<file path="config.mk">
export PLATFORM = sky130hd
export DESIGN_NAME = reg_to_obi_bridge
export DESIGN_NICKNAME = d
export VERILOG_FILES = /design/src/rtl/core_v_mini_mcu_pkg.sv /design/src/rtl/obi_pkg.sv /design/src/rtl/reg_pkg.sv /design/src/rtl/reg_to_obi_bridge.sv
export SDC_FILE = /design/constraint.sdc
export NUM_CORES = 1
export LEC_CHECK = 0
export CAP_MARGIN = 20
export CELL_PAD_IN_SITES_DETAIL_PLACEMENT = 1
export CELL_PAD_IN_SITES_GLOBAL_PLACEMENT = 1
export CORE_ASPECT_RATIO = 1.75
export CORE_UTILIZATION = 30
export DETAILED_ROUTE_END_ITERATION = 10
export GPL_TIMING_DRIVEN = 1
export PLACE_DENSITY = 0.91
export SLEW_MARGIN = 15
export SYNTH_ARGS = -nofsm -noshare
export SYNTH_HDL_FRONTEND = slang
export SYNTH_SLANG_ARGS = --single-unit
export TNS_END_PERCENT = 5
</file>
<file path="constraint.sdc">
create_clock -name clk_i -period 2 [get_ports clk_i]
set_input_delay 0.3 -clock clk_i [delete_from_list [all_inputs] [get_ports clk_i]]
set_output_delay 0.3 -clock clk_i [all_outputs]
set_load 0.01 [all_outputs]
</file>
<file path="src/rtl/core_v_mini_mcu_pkg.sv">
// MCU-wide constants shared by top-level instances.
package core_v_mini_mcu_pkg;

    localparam int unsigned REG_TO_OBI_TIMEOUT = 255;

endpackage

</file>
<file path="src/rtl/obi_pkg.sv">
// OBI initiator request and target response types used on the system bus.
package obi_pkg;

    typedef struct packed {
        logic        req;
        logic        we;
        logic [3:0]  be;
        logic [31:0] addr;
        logic [31:0] wdata;
    } obi_req_t;

    typedef struct packed {
        logic        gnt;
        logic        rvalid;
        logic [31:0] rdata;
    } obi_resp_t;

endpackage

</file>
<file path="src/rtl/reg_pkg.sv">
// Register-bus request/response types shared by reg-bus masters and slaves.
package reg_pkg;

    typedef struct packed {
        logic        valid;
        logic        write;
        logic [31:0] addr;
        logic [31:0] wdata;
        logic [3:0]  wstrb;
    } reg_req_t;

    typedef struct packed {
        logic        ready;
        logic [31:0] rdata;
        logic        error;
    } reg_rsp_t;

endpackage

</file>
<file path="src/rtl/reg_to_obi_bridge.sv">
// Turns one reg-bus request at a time into a single OBI transaction, with a
// bounded wait on the response phase so a hung slave cannot stall the master.
module reg_to_obi_bridge
    import reg_pkg::*;
    import obi_pkg::*;
#(
    parameter int unsigned TIMEOUT_CYCLES = core_v_mini_mcu_pkg::REG_TO_OBI_TIMEOUT
) (
    input  logic      clk_i,
    input  logic      rst_i,
    input  reg_req_t  reg_req_i,
    output reg_rsp_t  reg_rsp_o,
    output obi_req_t  obi_req_o,
    input  obi_resp_t obi_resp_i
);

    // state   | meaning
    // IDLE    | waiting for reg valid, captures request
    // REQ     | OBI req held until gnt
    // WAIT_R  | waiting for rvalid, timeout counter running
    // RSP     | one-cycle ready to the reg master
    // DRAIN   | swallowing the stale rvalid after a timeout
    typedef enum logic [2:0] {
        S_IDLE,
        S_REQ,
        S_WAIT_R,
        S_RSP,
        S_DRAIN
    } state_e;

    localparam int unsigned      CNT_W     = $clog2(TIMEOUT_CYCLES + 1);
    localparam logic [CNT_W-1:0] CNT_LIMIT = CNT_W'(TIMEOUT_CYCLES);

    state_e           r_state;
    state_e           w_state_nxt;

    logic             r_req;
    logic             r_we;
    logic [3:0]       r_be;
    logic [31:0]      r_addr;
    logic [31:0]      r_wdata;
    logic             r_ready;
    logic [31:0]      r_rdata;
    logic             r_error;
    logic [CNT_W-1:0] r_cnt;
    logic             r_late;

    logic             w_timeout;
    logic             w_capture;
    logic             w_req_nxt;
    logic             w_rsp_load;
    logic [31:0]      w_rdata_nxt;
    logic             w_error_nxt;
    logic             w_cnt_clr;
    logic             w_cnt_inc;
    logic             w_late_set;
    logic             w_late_clr;

    assign w_timeout = (r_cnt == CNT_LIMIT);

    always_ff @(posedge clk_i) begin
        if (rst_i) begin
            r_state <= S_IDLE;
        end else begin
            r_state <= w_state_nxt;
        end
    end

    always_comb begin
        w_state_nxt = r_state;
        case (r_state)
            S_IDLE: begin
                if (reg_req_i.valid) begin
                    w_state_nxt = S_REQ;
                end
            end
            S_REQ: begin
                if (obi_resp_i.gnt) begin
                    w_state_nxt = S_WAIT_R;
                end
            end
            S_WAIT_R: begin
                if (obi_resp_i.rvalid || w_timeout) begin
                    w_state_nxt = S_RSP;
                end
            end
            S_RSP: begin
                w_state_nxt = r_late ? S_DRAIN : S_IDLE;
            end
            S_DRAIN: begin
                if (obi_resp_i.rvalid) begin
                    w_state_nxt = S_IDLE;
                end
            end
            default: w_state_nxt = S_IDLE;
        endcase
    end

    always_comb begin
        w_capture   = 1'b0;
        w_rsp_load  = 1'b0;
        w_rdata_nxt = '0;
        w_error_nxt = 1'b0;
        w_cnt_clr   = 1'b0;
        w_cnt_inc   = 1'b0;
        w_late_set  = 1'b0;
        w_late_clr  = 1'b0;
        case (r_state)
            S_IDLE:  w_capture = reg_req_i.valid;
            S_REQ:   w_cnt_clr = obi_resp_i.gnt;
            S_WAIT_R: begin
                w_cnt_inc = (r_cnt != CNT_LIMIT);
                // rvalid takes priority over a timeout landing in the same cycle
                if (obi_resp_i.rvalid) begin
                    w_rsp_load  = 1'b1;
                    w_rdata_nxt = r_we ? 32'h0 : obi_resp_i.rdata;
                end else if (w_timeout) begin
                    w_rsp_load  = 1'b1;
                    w_error_nxt = 1'b1;
                    w_late_set  = 1'b1;
                end
            end
            S_DRAIN: w_late_clr = obi_resp_i.rvalid;
            default: ;
        endcase
        w_req_nxt = (w_state_nxt == S_REQ);
    end

    always_ff @(posedge clk_i) begin
        if (rst_i) begin
            r_req   <= 1'b0;
            r_we    <= 1'b0;
            r_be    <= '0;
            r_addr  <= '0;
            r_wdata <= '0;
            r_ready <= 1'b0;
            r_rdata <= '0;
            r_error <= 1'b0;
            r_cnt   <= '0;
            r_late  <= 1'b0;
        end else begin
            r_req   <= w_req_nxt;
            r_ready <= w_rsp_load;
            if (w_capture) begin
                r_addr  <= reg_req_i.addr & 32'hFFFF_FFFC;
                r_we    <= reg_req_i.write;
                r_wdata <= reg_req_i.wdata;
                r_be    <= reg_req_i.write ? reg_req_i.wstrb : 4'hF;
            end
            if (w_rsp_load) begin
                r_rdata <= w_rdata_nxt;
                r_error <= w_error_nxt;
            end
            if (w_cnt_clr) begin
                r_cnt <= '0;
            end else if (w_cnt_inc) begin
                r_cnt <= r_cnt + CNT_W'(1);
            end
            if (w_late_set) begin
                r_late <= 1'b1;
            end else if (w_late_clr) begin
                r_late <= 1'b0;
            end
        end
    end

    assign obi_req_o.req   = r_req;
    assign obi_req_o.we    = r_we;
    assign obi_req_o.be    = r_be;
    assign obi_req_o.addr  = r_addr;
    assign obi_req_o.wdata = r_wdata;

    assign reg_rsp_o.ready = r_ready;
    assign reg_rsp_o.rdata = r_rdata;
    assign reg_rsp_o.error = r_error;

endmodule

</file>
==> impl_metrics.env <==
export IMPL_synth_area_leaders="dfxtp_1 (46%), nand2_1 (12%), a21oi_1 (6.7%)"
export IMPL_synth_common_cells="nand2_1 (161), dfxtp_1 (114), a21oi_1 (66)"
export IMPL_max_stage_delay_ps=450
export IMPL_drive_above_1_share=0.09181
export IMPL_crit_end="r_state[0]"
export IMPL_drtAntennaViolNets=0
export IMPL_port_buffers=205
export IMPL_crit_path_start_kind="flop"
export IMPL_clk_insertion_delay_late_ps=400
export IMPL_ys_flop_type="dfxtp_1"
export IMPL_cts_tree="yes"
export IMPL_path_depth=4
export IMPL_setup_viol=0
export IMPL_grt_pass1_wl_um=26940
export IMPL_wl_met1_um=6441
export IMPL_start_util=0.3087
export IMPL_path_max_fanout=8
export IMPL_finalCoreUtilization=0.4876
export IMPL_synth_seq_cells=114
export IMPL_drt_iter0_drc=227
export IMPL_core_mm2=0.01603
export IMPL_rsz0062_at_grt="no"
export IMPL_power_leakage_nw=2.709
export IMPL_cp_data_arrival_time_ps=2050
export IMPL_r2r_end="r_state[0]"
export IMPL_route_met3_wl_um=685
export IMPL_synth_edf_count=0
export IMPL_synth_area_mm2=0.004948
export IMPL_crit_chain="ha_1, and4_1, nand3_1, a311oi_1"
export IMPL_io_pins=210
export IMPL_cp_num_buf_inv=0
export IMPL_finalHoldViolations=0
export IMPL_synth_top_cell_area_share=0.4612
export IMPL_gr_total_overflow=0
export IMPL_clockBufferDepth=2
export IMPL_clkTransAtPathRegs_ps=60
export IMPL_stdcell_count=995
export IMPL_max_cap_viol_count=0
export IMPL_powerDensity_mw_per_mm2=858.6
export IMPL_max_freq_ghz=0.5709
export IMPL_slowest_stage="and4_1"
export IMPL_insertedDiodeCount=0
export IMPL_post_route_period_util=0.8759
export IMPL_reg2reg_depth=4
export IMPL_syn_area_per_cell_um2=8.166
export IMPL_postSynthCellCount=606
export IMPL_cp_end_kind="flop"
export IMPL_skew_ps=10.03
export IMPL_power_mw=6.710
export IMPL_ir_drop_mv=0.5222
export IMPL_dr_wl_met2_um=9386
export IMPL_ctsHoldBuffers=0
export IMPL_track_usage=0.2008
export IMPL_die_x_um=99.09
export IMPL_grt_max_degree=71
export IMPL_gp_congestion=0.7579
export IMPL_routed_wl_um=17260
export IMPL_grt_pass1_vias=5459
export IMPL_r2r_slack_ps=250
export IMPL_slew_violations=0
export IMPL_htree_levels=4
export IMPL_worst_pin_slew_ps=694.4
export IMPL_hold_path_class="input port to flop"
export IMPL_yosysMostFrequentCell="nand2_1"
export IMPL_layout_min_cycle_time_ps=1752
export IMPL_routed_top_layer="met4"
export IMPL_die_h_um=171.9
export IMPL_r2r_start="r_cnt[0]"
export IMPL_area_growth_pct=57.93
export IMPL_dp_hpwl_um=11370
export IMPL_yosysSeqAreaShare=0.4612
export IMPL_rows=61
export IMPL_cts_root_buf="clkbuf_16"
export IMPL_numCtsBuffers=17
export IMPL_cts_resized_gates=0
export IMPL_fin_nets=900
export IMPL_crit_start="r_cnt[0]"
export IMPL_hold_start="reg_req_i[65]"
export IMPL_drc=0
export IMPL_via_per_inst=5.164
export IMPL_synthArstFlopShare=0
export IMPL_synth_top_cell_by_area="dfxtp_1"
export IMPL_clock_sinks=114
export IMPL_vias=5138
export IMPL_wire_per_inst_um=17.35
export IMPL_relSlewSlack=0.5371
export IMPL_first_pass_iters=4
export IMPL_status="finished, final reports clean"
export IMPL_yosys_warnings=0
export IMPL_path_class="flop to flop"
export IMPL_die_area_mm2=0.01703
export IMPL_critPathTopFamily="simple AND/OR/NAND/NOR gates"
export IMPL_dp_cells=963
export IMPL_post_cts_setup_buffers=0
export IMPL_synth_cell_types=40
export IMPL_antenna_found_initial=0
export IMPL_required_ps=2300
-- tightest hold or removal path, stage by stage --
cell	delay, ps
clkdlybuf4s50_1	400
nand2_1	50
a21oi_1	50
-- sequential cells by signal (all words and copies together) (netlist names) --
name and cells:
r_error 1, r_wdata 32, r_be 4, r_addr 30
r_we 1, r_late 1, r_state 3, r_ready 1
r_cnt 8, r_req 1, r_rdata 32
-- metal layers --
metal,vias to the layer above,global-route usage
met5,-,0
met4,0,0.1138
met3,38,0.03557
met2,173,0.3840
met1,2466,0.2027
li1,2461,-
-- worst min path at each step --
stage,end,cells past startpoint,slack (ps)
3_5_place_dp,r_wdata[19],2,450
3_3_place_gp,r_wdata[14],2,440
5_1_grt,r_wdata[24],3,440
4_1_cts,r_addr[29],3,430
2_1_floorplan,r_addr[10],2,440
6_report,r_addr[29],3,440
-- metrics by stage --
stage          cell area (µm²)  TNS, ps  hold WS (ps)  setup WS [ps]
3_3_place_gp              7194   -825.2         441.0         -38.70
2_1_floorplan             4952        0         436.0          524.2
6_report                  7815        0         439.5          248.2
5_1_grt                   7815        0         444.2          131.9
4_1_cts                   7815        0         429.2          247.3
3_5_place_dp              7194    -1414         447.8         -74.49
-- power by group --
| group | internal (mW) | switching (mW) | total (mW) |
|---|---|---|---|
| clock | 2.01 | 1.18 | 3.19 |
| combinational | 0.574 | 0.470 | 1.04 |
| sequential | 2.40 | 0.0745 | 2.48 |
-- layout by cell type, fill, tap and decap left out, types with 3 or more instances in the layout --
master             n
clkdlybuf4s50_1  203
nand2_1          161
dfxtp_1          114
a21oi_1           66
nor2b_1           34
nand4b_1          33
o21ai_0           32
a31oi_1           32
buf_4             20
clkbuf_16         17
nand3b_1          11
mux2i_1            8
nor3_1             7
or3b_2             6
nor2_1             5
clkinv_4           5
buf_12             5
nand3_1            4
nor3b_1            4
nor4_2             3
bufinv_16          3
clkinvlp_4         3
-- cells by family after synthesis --
kind of cell / share of synthesized area
adder cells (fa/ha/maj): 0.002528
buffers and inverters: 0.06144
AND/OR/NAND/NOR: 0.2989
flip-flops: 0.4612
AO/OA/AOI/OAI: 0.1568
other: 0.0007578
multiplexers: 0.01846
-- layout make-up --
| cell class | count | area [µm²] |
|---|---|---|
| clock buffers | 18 | 439.2 |
| clock inverters | 14 | 181.4 |
| fillers | 1866 | 8213 |
| inverters | 2 | 7.507 |
| multi-input cells | 429 | 2381 |
| flip-flops and latches | 114 | 2282 |
| well taps | 189 | 236.5 |
| repair buffers | 229 | 2287 |
Power figures use the tool's default switching activity.
